File: src/rtl/multiword_add_seq.sv
// multiword_add_seq: streams a WORDS*N-bit addition through one N-bit adder, LSW first.
// Optional `MWADD_OVF_EN adds o_out_ovf, the signed overflow of the whole operation.
module multiword_add_seq #(
    parameter int N     = 32,
    parameter int WORDS = 4
) (
    input  logic         clk,
    input  logic         rst_n,
    input  logic         i_in_valid,
    output logic         o_in_ready,
    input  logic [N-1:0] i_in_a,
    input  logic [N-1:0] i_in_b,
    input  logic         i_op_cin,
    output logic         o_out_valid,
    input  logic         i_out_ready,
    output logic [N-1:0] o_out_sum,
    output logic         o_out_last,
    output logic         o_out_cout
`ifdef MWADD_OVF_EN
   ,output logic         o_out_ovf
`endif
);
    localparam int CW = (WORDS > 1) ? $clog2(WORDS) : 1;

    logic [CW-1:0] r_cnt;
    logic          r_carry;
    logic          r_valid;
    logic [N-1:0]  r_sum;
    logic          r_last;
    logic          r_cout;
    logic          w_accept;
    logic          w_first;
    logic          w_last;
    logic          w_cin;
    logic          w_cout;
    logic [N-1:0]  w_sum;

    // One-deep output register: a new word may enter whenever the current one leaves.
    assign o_in_ready = !r_valid || i_out_ready;
    assign w_accept   = i_in_valid && o_in_ready;
    assign w_first    = (r_cnt == '0);
    assign w_last     = (r_cnt == CW'(WORDS - 1));
    // Each operation starts from its own carry-in; later beats chain the stored carry.
    assign w_cin      = w_first ? i_op_cin : r_carry;
    assign {w_cout, w_sum} = {1'b0, i_in_a} + {1'b0, i_in_b} + {{N{1'b0}}, w_cin};

    // Beat position and inter-beat carry advance only on an accepted word.
    always_ff @(posedge clk or negedge rst_n) begin
        if (!rst_n) begin
            r_cnt   <= '0;
            r_carry <= 1'b0;
        end else if (w_accept) begin
            r_cnt   <= w_last ? '0 : r_cnt + CW'(1);
            r_carry <= w_cout;
        end
    end

    // Output word register; holds while downstream stalls.
    always_ff @(posedge clk or negedge rst_n) begin
        if (!rst_n) begin
            r_valid <= 1'b0;
            r_sum   <= '0;
            r_last  <= 1'b0;
            r_cout  <= 1'b0;
        end else if (w_accept) begin
            r_valid <= 1'b1;
            r_sum   <= w_sum;
            r_last  <= w_last;
            r_cout  <= w_last && w_cout;
        end else if (i_out_ready) begin
            r_valid <= 1'b0;
        end
    end

    assign o_out_valid = r_valid;
    assign o_out_sum   = r_sum;
    assign o_out_last  = r_last;
    assign o_out_cout  = r_cout;

`ifdef MWADD_OVF_EN
    logic r_ovf;
    logic w_ovf;

    // Signed overflow only makes sense on the most-significant word.
    assign w_ovf = w_last && (i_in_a[N-1] == i_in_b[N-1]) && (w_sum[N-1] != i_in_a[N-1]);

    // Overflow flag travels with the sum word.
    always_ff @(posedge clk or negedge rst_n) begin
        if (!rst_n) begin
            r_ovf <= 1'b0;
        end else if (w_accept) begin
            r_ovf <= w_ovf;
        end
    end

    assign o_out_ovf = r_ovf;
`endif
endmodule

File: config.mk
export PLATFORM = sky130hd
export DESIGN_NAME = multiword_add_seq
export DESIGN_NICKNAME = d
export VERILOG_FILES = /design/src/rtl/multiword_add_seq.sv
export SDC_FILE = /design/constraint.sdc
export NUM_CORES = 1
export LEC_CHECK = 0
export BUFFER_PORTS_ARGS = -buffer_cell sky130_fd_sc_hd__buf_2
export CAP_MARGIN = 20
export CORE_MARGIN = 8
export CORE_UTILIZATION = 50
export CTS_CLUSTER_DIAMETER = 60
export DETAILED_ROUTE_END_ITERATION = 12
export GPL_ROUTABILITY_DRIVEN = 0
export PLACE_DENSITY = 0.85
export SLEW_MARGIN = 20
export SYNTH_ARGS = -nofsm -noshare
export SYNTH_HDL_FRONTEND = slang
export SYNTH_SLANG_ARGS = --single-unit
File: constraint.sdc
create_clock -name clk -period 3.5 [get_ports clk]
set_input_delay 0.35 -clock clk [delete_from_list [all_inputs] [get_ports clk]]
set_output_delay 0.35 -clock clk [all_outputs]
set_load 0.02 [all_outputs]
==> flow_metrics.tcl <==
set metrics [dict create \
    status "complete, no violations" \
    crit_type "reg -> reg" \
    min_path_type "in -> async" \
    yosysWarnings 0 \
    path_clk_slew_ns 0.08 \
    endpoint_kind "flip-flop" \
    core_sq_um 6277 \
    reg2reg_depth 13 \
    setup_violations 0 \
    grt_start_max_net_pins 43 \
    hold_violations 0 \
    cts_root_buf "clkbuf_8" \
    worst_skew_pair.late_latency_ns 0.30 \
    fp-row-count 29 \
    ys.flop_type "dfrtp_1" \
    antenna_left 0 \
    detail_route.wl_per_cell_um 16.46 \
    syn2layout_area_growth_pct 22.43 \
    synth_nets 474 \
    relSlewSlack_pct 42.25 \
    avgSynthCellArea_sq_um 8.654 \
    synth_most_common_cell "nand2_1" \
    synthCells 370 \
    path_max_fanout 3 \
    yosysUniqueCellTypes 56 \
    tns_ns 0 \
    worstPathArrival_ns 3.49 \
    cp.required_ns 3.73 \
    drc 0 \
    period_share_pct 93.03 \
    vias 3201 \
    grt_pass1_vias 3117 \
    dp_hpwl_um 7119 \
    rsz0062_at_grt "no" \
    fin_cells 546 \
    portBuffers 104 \
    placedCellCount 538 \
    synth-seq-area-share_pct 29.70 \
    skew_ns 0.01161 \
    critPathLaunchType "flip-flop" \
    worst_pin_slew_ns 0.8662 \
    io_pins 105 \
    die_w_um 96.02 \
    synth_area_leaders "dfrtp_1, ha_1, nand2_1" \
    grt_pass1_wl_um 13890 \
    synthTopCellsByCount "nand2_1, dfrtp_1, o21ai_0" \
    synth.ff_latch_count 38 \
    drtIter0Drc 160 \
    initial_core_util_pct 51.01 \
    max_freq_ghz 0.3071 \
    wirelength_um 8988 \
    r2r_start "r_cnt[0]$_DFFE_PN0P_" \
    track_usage_pct 18.64 \
    cts_resized 0 \
    hold_buffers 0 \
    power_density_nw_per_um2 475.3 \
    htreeDepth 2 \
    clock_sinks 38 \
    p_leak_nw 1.921 \
    final_util_pct 62.45 \
    fin_crit_ns 3.256 \
    peakVddDrop_mv 0.2667 \
    drt-pass1-iter-count 5 \
    synth_edf_count 0 \
    yosys.area.top_type "dfrtp_1" \
    post_cts_buffers 0 \
    cts_buffers 5 \
    finalMaxSlewViolations 0 \
    num_antenna_cells 0 \
    grt_overflow 0 \
    maxCapViolCount 0 \
    rrSetupSlack_ns 0.24 \
    fin_nets 572 \
    die_h_um 96.02 \
    drive_gt1_share_pct 27.93 \
    antenna_found_initial 0 \
    routed_via_density 5.863 \
    syn_area_sq_um 3202 \
    regToRegEndpoint "o_out_cout$_DFFE_PN0P_" \
    clock_path_buffers 2 \
    async_flop_share_pct 100.0 \
    yosysTopAreaCellShare_pct 29.70 \
    dieArea_sq_um 9220 \
    cts_tree "done" \
]
==> metal layers <==
| layer | vias up | part of all wire (%) | global-route usage (%) | routed length (um) |
|---|---|---|---|---|
| met2 | 133 | 50 | 32.18 | 4471 |
| met4 | 0 | 2.5 | 7.682 | 223 |
| met3 | 20 | 5.9 | 3.042 | 530 |
| met5 | - | 0 | 0 | 0 |
| met1 | 1498 | 42 | 22.41 | 3762 |
| li1 | 1550 | - | - | - |
==> worst max path at each step <==
| stage | startpoint | end | slack [ns] | depth (start not counted) |
|---|---|---|---|---|
| finish | r_cnt[0]$_DFFE_PN0P_ | o_out_cout$_DFFE_PN0P_ | 0.24 | 13 |
| global route | r_cnt[0]$_DFFE_PN0P_ | o_out_cout$_DFFE_PN0P_ | 0.04 | 13 |
| CTS | r_cnt[0]$_DFFE_PN0P_ | o_out_cout$_DFFE_PN0P_ | 0.25 | 13 |
| detailed placement | r_cnt[0]$_DFFE_PN0P_ | o_out_cout$_DFFE_PN0P_ | 0.28 | 13 |
| global placement | r_cnt[0]$_DFFE_PN0P_ | o_out_cout$_DFFE_PN0P_ | 0.34 | 13 |
| floorplan | r_cnt[0]$_DFFE_PN0P_ | o_out_cout$_DFFE_PN0P_ | 0.54 | 13 |
==> state kept, by name, indices dropped and copies added, names as in the netlist <==
| signal | flops |
|---|---|
| o_out_cout | 1 |
| o_out_last | 1 |
| o_out_sum | 32 |
| o_out_valid | 1 |
| r_carry | 1 |
| r_cnt | 2 |
==> cell usage in the layout, fill, tap and decap left out, drive strengths merged, types with 4 or more instances in the layout <==
master | Yosys | final
a211oi | 4 | 4
a21o | 17 | 17
a21oi | 31 | 31
and3 | 5 | 5
buf | 2 | 106
clkbuf | 13 | 6
dfrtp | 38 | 38
ha | 33 | 33
inv | 11 | 11
nand2 | 53 | 53
nand2b | 7 | 7
nand3 | 11 | 11
nand4 | 7 | 7
nor2 | 7 | 7
nor3 | 11 | 11
o211ai | 4 | 4
o21a | 5 | 5
o21ai | 41 | 41
o21bai | 6 | 6
o311ai | 4 | 4
o31ai | 4 | 4
xnor2 | 15 | 15
xor2 | 10 | 10
==> layout make-up <==
type / instances / area (sq um)
fill: 552 / 2357
multi-input combinational: 306 / 2153
sequential: 38 / 950.9
timing repair buffer: 106 / 535.5
tap: 77 / 96.34
clock buffer: 6 / 82.58
clock inverter: 2 / 60.06
inverter: 11 / 41.29
==> cell families after synthesis <==
kind of cell    share of synthesized area [%]
compound gates                          28.53
fa+ha+maj                               14.15
flops                                   29.70
mux                                     1.016
xor+xnor                                6.839
buf+inv                                 3.126
simple gates                            16.65
==> power by group <==
part	switching [W]	internal (W)
Clock	0.000167	0.000304
Combinational	0.000482	0.000303
Sequential	0.0000609	0.000546
==> critical path: stages (launching register included) <==
cell and delay [ns]:
dfrtp_1 0.37, inv_1 0.06, ha_1 0.21, mux2i_1 0.13, fa_1 0.40, fa_1 0.41, nor2b_1 0.13, o21a_1 0.13
o21ai_0 0.13, a211oi_1 0.45, nor3_2 0.13, o31a_1 0.32, o21ai_1 0.18, a22o_1 0.15
==> stage by stage <==
| step | cell area, sq um | hold WS [ns] | worst slack [ns] | power (W) |
|---|---|---|---|---|
| 6_report | 3920 | 0.1658 | 0.2440 | 0.001863 |
| 5_1_grt | 3920 | 0.2420 | 0.04433 | 0.001962 |
| 4_1_cts | 3920 | 0.1976 | 0.2459 | 0.001869 |
| 3_5_place_dp | 3777 | 0.4655 | 0.2779 | 0.001395 |
| 3_3_place_gp | 3777 | 0.4529 | 0.3382 | 0.001365 |
| 2_1_floorplan | 3202 | 0.05441 | 0.5416 | 0.001132 |
Power figures use the tool's default switching activity.
